===== src/rtl/comparator_pkg.sv =====
`default_nettype none
// ============================================================================
// comparator_pkg : shared FSM state, result encoding and chunk-count helper
// Revision 1.0
// ============================================================================
package comparator_pkg;

  typedef enum logic [0:0] {
    IDLE = 1'b0,
    RUN  = 1'b1
  } state_t;

  typedef enum logic [1:0] {
    RES_EQ = 2'd0,
    RES_GT = 2'd1,
    RES_LT = 2'd2
  } result_t;

  function automatic int nchunk(input int width, input int chunk);
    return width / chunk;
  endfunction

endpackage
`default_nettype wire


===== src/rtl/comparator_chunk.sv =====
`default_nettype none
// ============================================================================
// comparator_chunk : combinational unsigned gt/lt/eq of one CHUNK-bit slice
// Revision 1.0
// ============================================================================
module comparator_chunk #(
  parameter int CHUNK = 4
) (
  input  logic [CHUNK-1:0] a,
  input  logic [CHUNK-1:0] b,
  output logic             gt,
  output logic             lt,
  output logic             eq
);

  assign gt = (a > b);
  assign lt = (a < b);
  assign eq = (a == b);

endmodule
`default_nettype wire


===== src/rtl/comparator_nbit_serial.sv =====
`default_nettype none
// ============================================================================
// comparator_nbit_serial : WIDTH-bit magnitude compare, CHUNK bits/cycle, MSB first
// Revision 1.0
// ============================================================================
module comparator_nbit_serial
  import comparator_pkg::*;
#(
  parameter int WIDTH      = 16,
  parameter int CHUNK      = 4,
  parameter bit EARLY_EXIT = 1'b1
) (
  input  logic             clk,
  input  logic             rst_n,
  input  logic             start,
  input  logic             is_signed,
  input  logic [WIDTH-1:0] A,
  input  logic [WIDTH-1:0] B,
  output logic             busy,
  output logic             done,
  output logic             A_gt_B,
  output logic             A_lt_B,
  output logic             A_eq_B
);

  localparam int NCHUNK = nchunk(WIDTH, CHUNK);
  localparam int KW     = (NCHUNK > 1) ? $clog2(NCHUNK) : 1;
  localparam int NSLOT  = 1 << KW;
  localparam logic [KW-1:0] K_LAST = KW'(NCHUNK - 1);

  generate
    if ((CHUNK < 1) || (WIDTH % CHUNK != 0)) begin : g_bad_chunk
      $error("comparator_nbit_serial: WIDTH must be a positive multiple of CHUNK");
    end
  endgenerate

  state_t           state_q, state_d;
  result_t          res_q, res_d, res_now, chunk_res;
  logic [WIDTH-1:0] a_q, a_d, b_q, b_d;
  logic             sgn_q, sgn_d;
  logic [KW-1:0]    k_q, k_d;
  logic             gt_q, gt_d, lt_q, lt_d, eq_q, eq_d, done_q, done_d;

  // Slot table padded to a power of two so k indexes it at its natural width.
  logic [CHUNK-1:0] a_slot [NSLOT];
  logic [CHUNK-1:0] b_slot [NSLOT];
  logic [CHUNK-1:0] cmp_a, cmp_b;
  logic             c_gt, c_lt, c_eq;

  for (genvar i = 0; i < NSLOT; i++) begin : g_slot
    if (i < NCHUNK) begin : g_used
      assign a_slot[i] = a_q[WIDTH-1-i*CHUNK -: CHUNK];
      assign b_slot[i] = b_q[WIDTH-1-i*CHUNK -: CHUNK];
    end else begin : g_pad
      assign a_slot[i] = '0;
      assign b_slot[i] = '0;
    end
  end

  // Flipping the sign bits of the top chunk maps two's-complement order onto unsigned order.
  always_comb begin
    cmp_a = a_slot[k_q];
    cmp_b = b_slot[k_q];
    if (sgn_q && (k_q == '0)) begin
      cmp_a[CHUNK-1] = ~cmp_a[CHUNK-1];
      cmp_b[CHUNK-1] = ~cmp_b[CHUNK-1];
    end
  end

  comparator_chunk #(.CHUNK(CHUNK)) u_chunk (
    .a  (cmp_a),
    .b  (cmp_b),
    .gt (c_gt),
    .lt (c_lt),
    .eq (c_eq)
  );

  always_comb begin
    unique case ({c_gt, c_lt, c_eq})
      3'b100:  chunk_res = RES_GT;
      3'b010:  chunk_res = RES_LT;
      default: chunk_res = RES_EQ;
    endcase
  end

  always_ff @(posedge clk or negedge rst_n) begin
    if (!rst_n) begin
      state_q <= IDLE;
      res_q   <= RES_EQ;
      a_q     <= '0;
      b_q     <= '0;
      sgn_q   <= 1'b0;
      k_q     <= '0;
      gt_q    <= 1'b0;
      lt_q    <= 1'b0;
      eq_q    <= 1'b0;
      done_q  <= 1'b0;
    end else begin
      state_q <= state_d;
      res_q   <= res_d;
      a_q     <= a_d;
      b_q     <= b_d;
      sgn_q   <= sgn_d;
      k_q     <= k_d;
      gt_q    <= gt_d;
      lt_q    <= lt_d;
      eq_q    <= eq_d;
      done_q  <= done_d;
    end
  end

  always_comb begin
    state_d = state_q;
    res_d   = res_q;
    a_d     = a_q;
    b_d     = b_q;
    sgn_d   = sgn_q;
    k_d     = k_q;
    gt_d    = gt_q;
    lt_d    = lt_q;
    eq_d    = eq_q;
    done_d  = 1'b0;
    // Once a chunk has differed the outcome is frozen for the rest of the run.
    res_now = (res_q == RES_EQ) ? chunk_res : res_q;
    unique case (state_q)
      IDLE: begin
        if (start) begin
          a_d     = A;
          b_d     = B;
          sgn_d   = is_signed;
          k_d     = '0;
          res_d   = RES_EQ;
          state_d = RUN;
        end
      end
      RUN: begin
        if ((k_q == K_LAST) || (EARLY_EXIT && (res_now != RES_EQ))) begin
          state_d = IDLE;
          done_d  = 1'b1;
          gt_d    = (res_now == RES_GT);
          lt_d    = (res_now == RES_LT);
          eq_d    = (res_now == RES_EQ);
        end else begin
          k_d   = k_q + KW'(1);
          res_d = res_now;
        end
      end
      default: state_d = IDLE;
    endcase
  end

  assign busy   = (state_q == RUN);
  assign done   = done_q;
  assign A_gt_B = gt_q;
  assign A_lt_B = lt_q;
  assign A_eq_B = eq_q;

endmodule
`default_nettype wire


===== config.mk =====
export PLATFORM = sky130hd
export DESIGN_NAME = comparator_nbit_serial
export DESIGN_NICKNAME = d
export VERILOG_FILES = /design/src/rtl/comparator_pkg.sv /design/src/rtl/comparator_chunk.sv /design/src/rtl/comparator_nbit_serial.sv
export SDC_FILE = /design/constraint.sdc
export NUM_CORES = 1
export LEC_CHECK = 0
export CAP_MARGIN = 20
export CORE_ASPECT_RATIO = 0.9
export CORE_MARGIN = 4
export CORE_UTILIZATION = 34
export DETAILED_ROUTE_END_ITERATION = 12
export PLACE_DENSITY = 0.62
export SYNTH_ARGS = -nofsm -noshare
export SYNTH_HDL_FRONTEND = slang
export SYNTH_SLANG_ARGS = --single-unit

===== constraint.sdc =====
create_clock -name clk -period 4.2 [get_ports clk]
set_clock_uncertainty 0.15 [all_clocks]
set_input_delay 0.84 -clock clk [delete_from_list [all_inputs] [get_ports clk]]
set_output_delay 0.84 -clock clk [all_outputs]
set_load 0.1 [all_outputs]

==> results.md <==
- Crit path max fanout: 10
- Post-DR vias/cell: 4.688
- Count of mapped cells out of synthesis: 207
- Area leader, netlist: dfrtp_1
- Root buf cell: clkbuf_8
- Max Freq: 331.2 MHz
- Antenna cell count: 0
- Sequential fraction of the synthesis area: 52.40%
- Core Box Area: 5693 um2
- Wirelength per Cell: 12.66 um
- Die ar.: 7194 um2
- Overall routed net length: 4014 um
- Cts bufs inserted: 5
- DP Area: 2442 um2
- Final Cycle Share: 71.90%
- Nets: 288
- Count of final setup violators: 0
- Ys Warns: 0
- H-tree Lvls: 2
- Critical Path RT: 3.21 ns
- Area grow syn2layout: 27.95%
- Main area contributors after synthesis: dfrtp_1, nand2_1, mux4_1, ha_1, buf_2
- Initial Util: 35.23%
- Die X-Extent: 88.96 um
- Critical path endpoint category: output pin
- RSZ-0062 raised after global routing: no
- Fillers: 558
- Syn nets: 249
- Number of port buffers: 40
- GRT overflow: 0
- HPWL Detailed: 2866 um
- CP arrival: 2.03 ns
- Vias: 1486
- GRT Total Usage: 12.25%
- Most frequent cell after synthesis: nand2_1
- DR DRC count: 0
- Number of synthesized register bits: 42
- Fin Hold WS: 0.3272 ns
- CP max stage delay: 1.20 ns
- # resized after CTS: 0
- Synth Flop Type: dfrtp_1
- Worst-margin pin slew: 0.9627 ns
- Synth Area per Inst: 9.689 um2
- CP max-delay cell: clkdlybuf4s50_1
- Leak: 1.263 nW
- Unique masters post-synth: 27
- Ratio of cells with drive above 1 in the final layout: 6.478%
- Worst Path Buf+Inv: 1
- # hold bufs at CTS: 0
- Commonest cells post-synth: nand2_1, dfrtp_1, buf_2
- Setup Fix Bufs, Post-CTS: 0
- Top-area cell type share of the netlist area: 52.40%
- Largest net degree at the start of global routing: 43
- Worst path cell trace: clkdlybuf4s50_1
- Pre-antenna DRT Iters: 4
- Post-Syn Area: 2006 um2
- Post-synth EDFFs: 0
- Antenna violations before repair: 0
- Post-layout minimum cycle time: 3.020 ns
- Pwr dens: 711.1 nW/um2
- Worst skew pair latency: 0.29 ns
- Boundary Pins: 41
- Crit path launch type: flip-flop
- Reg clk slew, reported paths: 0.08 ns
- Family with the most delay on the worst path: buffers and inverters
- VDD IR-drop max: 0.0004724 V
- Post-route cell area: 2566 um2
- DRT antenna net count: 0
- Die height: 80.87 um
- Hold Crit Class: flip-flop to flip-flop
- Setup TNS: 0 ns
- Row count: 26
- Max Slew Vio Count: 0
- CTS tree: done
- Maxcap violations: 0
- Vias in the first global route: 1514
- Critical Setup Path Class: flip-flop to output pin
- Final RePlAce weighted congestion: 0.7158
- Initial drt markers: 83
- Post-synthesis async set-or-reset flop share: 100.0%
- Clock buffer depth: 2
- Slew Limit Headroom: 35.62%
- Final Hold Vio Count: 0
- Status: finished, final reports clean
- Clk sinks: 42
- Global-route wire length before repair: 6789 um
-- layout make-up --
| class | count | area (um2) | area share [%] |
|---|---|---|---|
| Clock buffer | 5 | 68.82 | 2.682 |
| Clock inverter | 3 | 40.04 | 1.560 |
| Inverter | 8 | 30.03 | 1.170 |
| Multi-Input combinational cell | 147 | 870.8 | 33.93 |
| Sequential cell | 42 | 1051 | 40.96 |
| Tap cell | 70 | 87.58 | 3.413 |
| Timing Repair Buffer | 42 | 417.9 | 16.28 |
-- logic make-up after synthesis --
| group | Yosys count | synth area share [%] |
|---|---|---|
| compound gates | 11 | 3.681 |
| xor+xnor | 2 | 0.8735 |
| fa+ha+maj | 6 | 3.743 |
| buf+inv | 18 | 4.304 |
| flops | 42 | 52.40 |
| mux | 10 | 11.35 |
| simple gates | 118 | 23.64 |
-- metal layers --
layer  routed length (um)  GRT usage [%]
met5                    0              0
met4                   57          4.018
met3                  209          4.158
met2                 1898          19.14
met1                 1849          16.02
-- registers in the layout, indices dropped and copies added (netlist names) --
name and flops:
busy 1, A_lt_B 1, res_q 2, b_q 16, k_q 2, sgn_q 1
A_eq_B 1, done 1, a_q 16, A_gt_B 1
-- where the power goes --
part	switching, mW	internal, mW	total [mW]
Sequential	0.116	0.574	0.689
Clock	0.136	0.175	0.311
Combinational	0.465	0.360	0.825
-- stage by stage --
| step | worst slack, ns | utilization, % | instances | total power, mW |
|---|---|---|---|---|
| final | 1.180 | 45.08 | 317 | 1.825 |
| after detailed placement | 1.385 | 42.90 | 308 | 1.525 |
| after global routing | 1.117 | 45.08 | 317 | 1.975 |
| after CTS | 1.167 | 44.81 | 316 | 1.841 |
| after global placement | 1.441 | 42.90 | 308 | 1.507 |
| after floorplan | 1.788 | - | 207 | 1.327 |
-- worst paths after layout --
path,start,end,slack (ns),depth (start not counted)
max in group asynchronous,rst_n,b_q[8],2.81,1
hold / removal,a_q[13],a_q[13],0.33,2
min in group asynchronous,rst_n,A_gt_B,0.53,1
hold reg to reg,a_q[13],a_q[13],0.33,2
setup / recovery,busy,busy,1.18,1
setup reg to reg,k_q[0],k_q[1],1.38,7
-- cells in the final DEF (no fill, tap or decap), drive strengths merged, types with 2 or more instances in the layout --
cell type	instances
a21oi	5
buf	3
clkbuf	5
clkdlybuf4s50	39
clkinv	2
dfrtp	42
ha	6
inv	8
mux4	8
nand2	103
nand2b	2
nor2	6
nor2b	3
Power figures use the tool's default switching activity.
